`src/rtl/fx_fl_pkg.sv`:
```
// Shared definitions for the fixed/float converter stages.
// Holds the handshake FSM state encoding and the IEEE-754 single field widths.
package fx_fl_pkg;

    localparam int unsigned EXP_W   = 8;
    localparam int unsigned MANT_W  = 23;
    localparam int unsigned FLOAT_W = 1 + EXP_W + MANT_W;

    localparam logic [EXP_W-1:0] EXP_BIAS = 8'd127;

    typedef enum logic [1:0] {
        StIdle = 2'd0,
        StNorm = 2'd1,
        StPack = 2'd2,
        StDone = 2'd3
    } fx_fl_state_e;

endpackage

```
`src/rtl/fixed_to_float_dp.sv`:
```
// Datapath for the fixed-to-float converter.
// Holds sign / magnitude / exponent registers, the absolute-value loader, the one-bit
// normalising shifter and the result packer. Sequenced by strobes from the FSM.
//   clk_i, rst_ni      : clock, synchronous active-low reset
//   load_i             : capture sign and |fixed_i|, exponent <- bias
//   shr_i / shl_i      : shift magnitude right / left by one, adjust exponent
//   pack_i             : register the packed single-precision result
//   fixed_i            : two's complement operand
//   mag_zero_o         : magnitude is zero
//   mag_high_o         : magnitude has a bit above the integer-one position
//   mag_lead_o         : magnitude bit at the integer-one position
//   float_o            : registered IEEE-754 single result
module fixed_to_float_dp
    import fx_fl_pkg::*;
#(
    parameter int unsigned W      = 32,
    parameter int unsigned FRAC_W = 24
) (
    input  logic               clk_i,
    input  logic               rst_ni,
    input  logic               load_i,
    input  logic               shr_i,
    input  logic               shl_i,
    input  logic               pack_i,
    input  logic [W-1:0]       fixed_i,
    output logic               mag_zero_o,
    output logic               mag_high_o,
    output logic               mag_lead_o,
    output logic [FLOAT_W-1:0] float_o
);

    logic               sign_q, sign_d;
    logic [W-1:0]       mag_q, mag_d;
    logic [EXP_W-1:0]   exp_q, exp_d;
    logic [FLOAT_W-1:0] float_q, float_d;

    // Unsigned result, so the most negative input maps to 2^(W-1) without overflow.
    logic [W-1:0] fixed_abs;
    assign fixed_abs = fixed_i[W-1] ? ((~fixed_i) + W'(1)) : fixed_i;

    always_comb begin
        sign_d  = sign_q;
        mag_d   = mag_q;
        exp_d   = exp_q;
        float_d = float_q;
        if (load_i) begin
            sign_d = fixed_i[W-1];
            mag_d  = fixed_abs;
            exp_d  = EXP_BIAS;
        end else if (shr_i) begin
            mag_d = mag_q >> 1;
            exp_d = exp_q + EXP_W'(1);
        end else if (shl_i) begin
            mag_d = mag_q << 1;
            exp_d = exp_q - EXP_W'(1);
        end
        if (pack_i) begin
            // Zero always packs as +0; otherwise truncate below the 23 mantissa bits.
            if (mag_zero_o) begin
                float_d = '0;
            end else begin
                float_d = {sign_q, exp_q, mag_q[FRAC_W-1 -: MANT_W]};
            end
        end
    end

    always_ff @(posedge clk_i) begin
        if (!rst_ni) begin
            sign_q  <= 1'b0;
            mag_q   <= '0;
            exp_q   <= '0;
            float_q <= '0;
        end else begin
            sign_q  <= sign_d;
            mag_q   <= mag_d;
            exp_q   <= exp_d;
            float_q <= float_d;
        end
    end

    assign mag_zero_o = (mag_q == '0);
    assign mag_high_o = |mag_q[W-1:FRAC_W+1];
    assign mag_lead_o = mag_q[FRAC_W];
    assign float_o    = float_q;

    // Bits below the mantissa field are truncated and never observed.
    if (FRAC_W > MANT_W) begin : gen_unused
        logic unused_mag_low;
        assign unused_mag_low = ^mag_q[FRAC_W-MANT_W-1:0];
    end

endmodule

```
`src/rtl/fixed_to_float_conv.sv`:
```
// Converts a signed fixed-point value back to IEEE-754 single precision.
// Normalises one bit per clock, then packs. Start/acknowledge/return-to-idle handshake.
//   CLK, RST_N    : clock, synchronous active-low reset
//   RST_FSM_FL    : return from DONE to IDLE (ignored elsewhere)
//   Begin_FSM_FL  : start request, sampled only in IDLE
//   FIXED         : signed fixed-point operand with FRAC_W fractional bits
//   FLOAT         : registered single-precision result, held until the next pack
//   ACK_FL        : high while in DONE
//   BUSY          : high while normalising or packing
module fixed_to_float_conv
    import fx_fl_pkg::*;
#(
    parameter int unsigned W      = 32,
    parameter int unsigned FRAC_W = 24
) (
    input  logic         CLK,
    input  logic         RST_N,
    input  logic         RST_FSM_FL,
    input  logic         Begin_FSM_FL,
    input  logic [W-1:0] FIXED,
    output logic [31:0]  FLOAT,
    output logic         ACK_FL,
    output logic         BUSY
);

    fx_fl_state_e state_q, state_d;

    logic load, shr, shl, pack;
    logic mag_zero, mag_high, mag_lead;

    always_comb begin
        state_d = state_q;
        load    = 1'b0;
        shr     = 1'b0;
        shl     = 1'b0;
        pack    = 1'b0;
        case (state_q)
            StIdle: begin
                if (Begin_FSM_FL) begin
                    load    = 1'b1;
                    state_d = StNorm;
                end
            end
            StNorm: begin
                // One action per cycle: zero exits, oversize shifts right,
                // undersize shifts left, otherwise normalised.
                if (mag_zero) begin
                    state_d = StPack;
                end else if (mag_high) begin
                    shr = 1'b1;
                end else if (!mag_lead) begin
                    shl = 1'b1;
                end else begin
                    state_d = StPack;
                end
            end
            StPack: begin
                pack    = 1'b1;
                state_d = StDone;
            end
            StDone: begin
                if (RST_FSM_FL) begin
                    state_d = StIdle;
                end
            end
            default: state_d = StIdle;
        endcase
    end

    always_ff @(posedge CLK) begin
        if (!RST_N) begin
            state_q <= StIdle;
        end else begin
            state_q <= state_d;
        end
    end

    assign ACK_FL = (state_q == StDone);
    assign BUSY   = (state_q == StNorm) || (state_q == StPack);

    fixed_to_float_dp #(
        .W      (W),
        .FRAC_W (FRAC_W)
    ) u_dp (
        .clk_i      (CLK),
        .rst_ni     (RST_N),
        .load_i     (load),
        .shr_i      (shr),
        .shl_i      (shl),
        .pack_i     (pack),
        .fixed_i    (FIXED),
        .mag_zero_o (mag_zero),
        .mag_high_o (mag_high),
        .mag_lead_o (mag_lead),
        .float_o    (FLOAT)
    );

endmodule

```
`config.mk`:
```
export PLATFORM = sky130hd
export DESIGN_NAME = fixed_to_float_conv
export DESIGN_NICKNAME = d
export VERILOG_FILES = /design/src/rtl/fx_fl_pkg.sv /design/src/rtl/fixed_to_float_dp.sv /design/src/rtl/fixed_to_float_conv.sv
export SDC_FILE = /design/constraint.sdc
export NUM_CORES = 1
export LEC_CHECK = 0
export ABC_AREA = 1
export CAP_MARGIN = 20
export CELL_PAD_IN_SITES_DETAIL_PLACEMENT = 1
export CELL_PAD_IN_SITES_GLOBAL_PLACEMENT = 1
export CORE_MARGIN = 5
export CORE_UTILIZATION = 38
export CTS_BUF_LIST = sky130_fd_sc_hd__clkbuf_8 sky130_fd_sc_hd__clkbuf_16
export CTS_CLUSTER_SIZE = 28
export DETAILED_ROUTE_END_ITERATION = 16
export GPL_ROUTABILITY_DRIVEN = 0
export MAX_ROUTING_LAYER = met4
export PLACE_DENSITY = 0.87
export SYNTH_ARGS = -nofsm -noshare
export SYNTH_HDL_FRONTEND = slang
export SYNTH_SLANG_ARGS = --single-unit
```
`constraint.sdc`:
```
create_clock -name CLK -period 2.7 [get_ports CLK]
set_input_delay 0.405 -clock CLK [delete_from_list [all_inputs] [get_ports CLK]]
set_output_delay 0.405 -clock CLK [all_outputs]
set_load 0.01 [all_outputs]
```
After elaboration in Yosys (flattened, before gate mapping)
Index checks and enable logic that the tools add are counted.
{"block": "totals", "register_bits": 75, "inputBits": 36, "out_inout_bits": 34, "wordCells": 50}
{"block": "op_classes", "addsub": 3, "n_eq_ne": 7, "muxes": 24, "bitwise_logic": 2, "reduce_logical": 8}
{"op": "$mux 32", "count": 5}
{"op": "$add 32x1->32 const B", "count": 1}
{"op": "$logic_not 32->1", "count": 1}
{"op": "$not 32->32", "count": 1}
{"op": "$mux 8", "count": 2}
{"op": "$mux 1", "count": 10}
{"op": "$mux 2", "count": 5}
{"op": "$add 8x1->8 const B", "count": 1}
{"op": "$pmux 2 s4", "count": 1}
{"op": "$sub 8x1->8 const B", "count": 1}
{"op": "$mux 7", "count": 1}
{"op": "$reduce_or 7->1", "count": 1}
{"op": "$eq 2x2->1 const B", "count": 2}
{"op": "$ne 2x2->1 const B", "count": 2}
{"op": "$reduce_and 4->1", "count": 1}
{"op": "$ne 3x2->1 const B", "count": 1}
{"op": "$ne 3x3->1 const B", "count": 1}
{"op": "$reduce_bool 3->1", "count": 1}
{"op": "$eq 2x1->1 const B", "count": 1}
{"op": "$logic_not 2->1", "count": 1}
{"op": "$reduce_bool 2->1", "count": 1}
{"op": "$reduce_or 2->1", "count": 1}
{"op": "$logic_or 1x1->1", "count": 1}
{"op": "$not 1->1", "count": 1}

Logic depth before layout (Yosys ltp)
{"block": "depth", "ltp_word": 7, "mapped_depth": 16, "depth_no_buf": 14}

Cells and area by module
Synthesis repeated with hierarchy kept, for this count alone.
{"block": "hier_totals", "hier_cells": 748, "area_unflattened_um2": 4823.4}
{"mod": "fixed_to_float_dp", "instances": 1, "cells_per_inst": 709, "area_each_um2": 4588.2, "seq_area_each_um2": 1461.4}
{"mod": "fixed_to_float_conv", "instances": 1, "cells_per_inst": 39, "area_each_um2": 235.2, "seq_area_each_um2": 40.0}

Worst setup path before layout
Ideal clock, no wire load.
{"block": "synth_path", "path_kind": "register -> register", "from": "register state_q[1]", "to": "register u_dp.exp_q[4]", "setup_time_ns": 0.070, "arrival_time_ns": 2.076, "required_ns": 2.630, "path_slack_ns": 0.553, "path_stages_with_launch": 12, "period_less_slack_ns": 2.147, "path_cell_list": "dfxtp_1 inv_1 ha_1 buf_4 o21ai_4 buf_2 ha_1 a21o_1 a31oi_1 xnor2_1 nand2_1 a21oi_1"}
{"block": "synth_between", "elab_chain_len": 4, "elab_cells_between_ends": 8, "classes_between": "1 x eq/ne; 5 x mux; 2 x reduce/logical"}
{"element": "start, declared", "line": "fixed_to_float_conv.sv:26", "source": "fx_fl_state_e state_q, state_d;"}
{"element": "start signal, assigned", "line": "fixed_to_float_conv.sv:72", "source": "state_q <= StIdle;"}
{"element": "start signal, assigned", "line": "fixed_to_float_conv.sv:74", "source": "state_q <= state_d;"}
{"element": "$eq 2x1->1", "line": "fixed_to_float_conv.sv:37", "source": "case (state_q)"}
{"element": "$mux 1", "line": "fixed_to_float_conv.sv:37"}
{"element": "$mux 8", "line": "fixed_to_float_dp.sv:50", "source": "end else if (shr_i) begin"}
{"element": "$mux 7", "line": "fixed_to_float_dp.sv:46", "source": "if (load_i) begin"}
{"element": "end signal, assigned", "line": "fixed_to_float_dp.sv:76", "source": "exp_q <= exp_d;"}
{"element": "end, declared", "line": "fixed_to_float_dp.sv:34", "source": "logic [EXP_W-1:0] exp_q, exp_d;"}
Parallel ways exist; a longest one is shown, timed or not.
A chain may end at the register's enable or synchronous reset.

Final worst setup path
{"block": "layout_path", "from": "register u_dp.mag_q[16]", "to": "register u_dp.mag_q[10]"}
{"block": "layout_between", "elab_chain_len": 5, "elab_cells_between_ends": 8, "classes_between": "6 x mux; 2 x reduce/logical"}
{"element": "start, declared", "line": "fixed_to_float_dp.sv:33", "source": "logic [W-1:0] mag_q, mag_d;"}
{"element": "start signal, assigned", "line": "fixed_to_float_dp.sv:75", "source": "mag_q <= mag_d;"}
{"element": "$logic_not 32->1 *", "line": "fixed_to_float_dp.sv:81", "source": "assign mag_zero_o = (mag_q == '0);"}
{"element": "$mux 1", "line": "fixed_to_float_conv.sv:47", "source": "if (mag_zero) begin"}
{"element": "$mux 1", "line": "fixed_to_float_conv.sv:37"}
{"element": "$mux 32", "line": "fixed_to_float_dp.sv:50"}
{"element": "$mux 32", "line": "fixed_to_float_dp.sv:46"}
Every way passes the cells marked *; elsewhere a longest branch is shown, timed or not.

==> metrics.md <==
| Metric | Value |
|---|---|
| Run status | `complete, no violations` |
| Initial cell density of the core | `0.387` |
| Slowest stage delay, CP | `0.31 ns` |
| Diodes inserted | `0` |
| NumNets Final | `~900` |
| Seq/Total Area, Yosys | `0.308` |
| Syn Nets | `between 800 and 900` |
| Sum Neg Setup Slack | `0 ns` |
| Post-DRT Antenna Nets | `0` |
| CP Launch Type | `register` |
| Clock buffer count from CTS | `9` |
| Area share of the largest cell type after synthesis | `0.308` |
| Tmin final | `between 2 and 2.5 ns` |
| Max-capacitance violation count | `0` |
| Number of synthesized flops with an enable pin | `0` |
| Wirelength per Cell | `roughly 15 um` |
| Final setup vio count | `0` |
| Largest net degree at the start of global routing | `52` |
| Final Hold Fails | `0` |
| PD cells | `between 1000 and 1500 nW/um2` |
| CTS tree | `yes` |
| RSZ-0062 raised after global routing | `no` |
| Worst path top cell family by delay | `simple AND/OR/NAND/NOR gates` |
| Worst Tran Pin Value | `approximately 0.58 ns` |
| Normalized max-slew margin | `0.612` |
| PortBufs | `approximately 70` |
| Final Cycle Share | `0.827` |
| CP Capture Type | `register` |
| Leakage | `2.76 nW` |
| FFs w/ async S/R, synth | `0` |
| Post-CTS sizing | `0` |
| Die area | `15200 um2` |
| Clock Sinks | `75` |
| GRT Overall Usage | `0.223` |
| Synth Flop Type | `dfxtp_1` |
| Clock H-tree levels | `3` |
| CTS clock-pin slew for the worst setup and hold paths | `about 0.060 ns` |
| Drt pass-1 iters | `5` |
| Via density | `approximately 5.2` |
| Setup Skew | `0.00808 ns` |
| First-pass GRT wire length | `around 27000 um` |
| Post-CTS Setup Bufs | `0` |
| Crit path DAT | `2.46 ns` |
| # IOs | `70` |
| Slowest-stage cell, CP | `dfxtp_1` |
| Hold Path Class | `reg -> reg` |
| Top post-synthesis cells by area | `dfxtp_1, nand2_1, nor2_1` |
| Post-DP HPWL | `~12000 um` |
| Detailed Route Iter0 Violations | `~350` |
| Count leader, synth | `nand2_1` |
| Mapped cell area | `slightly below 5000 um2` |
| Yosys top cell by area | `dfxtp_1` |
| #FFs+latches synth | `75` |
| Fmax | `448 MHz` |
| Synth Warn # | `0` |
| Post-Synthesis Cells | `811` |
| WP data required | `between 2 and 3 ns` |
| CTS root buffer | `clkbuf_16` |
| CP Max Fanout | `18` |
| GRT overflow | `0` |
| Cts hold-fix bufs | `0` |
| VDD IR max | `515 uV` |
| Routed via count | `5408` |
| Cell variety after synth | `35` |
| Std-Cell Rows | `between 40 and 50` |
| Area growth syn-to-layout | `24.3%` |
| Commonest cells in the netlist | `nand2_1, nor2_1, nand3_1` |
| Final wirelength | `15700 um` |
| Utilization after layout | `0.480` |
| Initial antenna violation count | `0` |
| Layout cells sized above 1 | `0.0634` |
| Die X | `about 120 um` |
| FILL cells | `around 1800` |
| Die Y | `between 100 and 150 um` |
| Skew-Pair Late Insertion Delay | `approximately 0.34 ns` |
| Core Region | `~13000 um2` |
| Longest Clk Path Bufs | `2` |
| Residual DRC | `0` |
| Buf/Inv on CP | `2` |
| Cell chain of the critical path | `inv_1, nand2_1, nor2_1, nand2_1, nor2_1, nand2_2, nand3_2, nand2_2, buf_12, o21ai_0, nor2_1` |
| Most common cell on crit path | `nor2_1` |
| Worst setup path class | `reg -> reg` |
| Slew Viols, Final | `0` |
| Syn Area/Cell | `approximately 6.0 um2` |
| Number of global-route vias before repair | `around 5400` |
-- tightest hold or removal path: stages (launching register included) --
cell     delay (ns)
dfxtp_1        0.31
nand2_1        0.06
a21oi_1        0.05
-- per-layer routing --
layer	vias to the layer above	GRT usage	routed length, um
li1	2730	-	-
met1	2602	0.269	7290
met2	65	0.387	7760
met3	11	0.0453	498
met4	0	0.0436	133
met5	-	-	0
-- placed cells by master (no fill, tap or decap), types with 9 or more instances in the layout --
cell type,count
a21oi_1,66
ha_1,11
nor2_1,125
nand2_1,208
clkbuf_16,9
dfxtp_1,75
inv_1,64
clkdlybuf4s50_1,68
o21ai_0,71
nand3_1,84
inv_2,12
-- registers in the layout (all words and copies together) (netlist names) --
| name | cells |
|---|---|
| u_dp.exp_q | 8 |
| u_dp.sign_q | 1 |
| state_q | 2 |
| u_dp.mag_q | 32 |
| u_dp.float_o | 32 |
-- kinds of logic after synthesis --
kind of cell,Yosys count,synth area share
AO/OA/AOI/OAI,157,0.170
XOR/XNOR,5,0.00898
adder cells (fa/ha/maj),13,0.0349
buffers and inverters,119,0.0985
flip-flops,75,0.308
AND/OR/NAND/NOR,442,0.380
-- metrics by stage --
step	power, mW	setup WS (ns)	instance area (um2)	std cells	hold slack, ns
after floorplan	4.76	0.553	4880	811	0.439
after global placement	5.95	0.530	5740	1023	0.463
after detailed placement	6.07	0.451	5740	1023	0.468
after CTS	7.48	0.462	6060	1039	0.478
after global routing	8.14	0.279	6060	1039	0.501
final	7.44	0.467	6060	1039	0.477
-- where the power goes --
| group | total, mW | switching [mW] | internal [mW] | leakage [nW] |
|---|---|---|---|---|
| Sequential | 1.86 | 0.301 | 1.56 | 0.618 |
| Clock | 1.34 | 0.504 | 0.837 | 0.163 |
| Combinational | 4.24 | 2.60 | 1.64 | 1.98 |
| Total | 7.44 | 3.41 | 4.03 | 2.76 |
-- final cells by class --
class,count,area [um2],share of cell area
timing repair buffer,81,826,0.136
clock buffer,10,239,0.0394
sequential,75,1500,0.248
clock inverter,6,87.6,0.0144
inverter,78,293,0.0483
multi-input combinational,617,2900,0.479
tap,172,215,0.0355
-- path summary, 6_finish.rpt --
path | from | endpoint | slack (ns) | depth (start not counted)
min | u_dp.sign_q | u_dp.sign_q | 0.48 | 2
max | u_dp.mag_q[16] | u_dp.mag_q[10] | 0.47 | 11
max reg2reg | u_dp.mag_q[16] | u_dp.mag_q[10] | 0.47 | 11
min reg2reg | u_dp.sign_q | u_dp.sign_q | 0.48 | 2
Power figures use the tool's default switching activity.
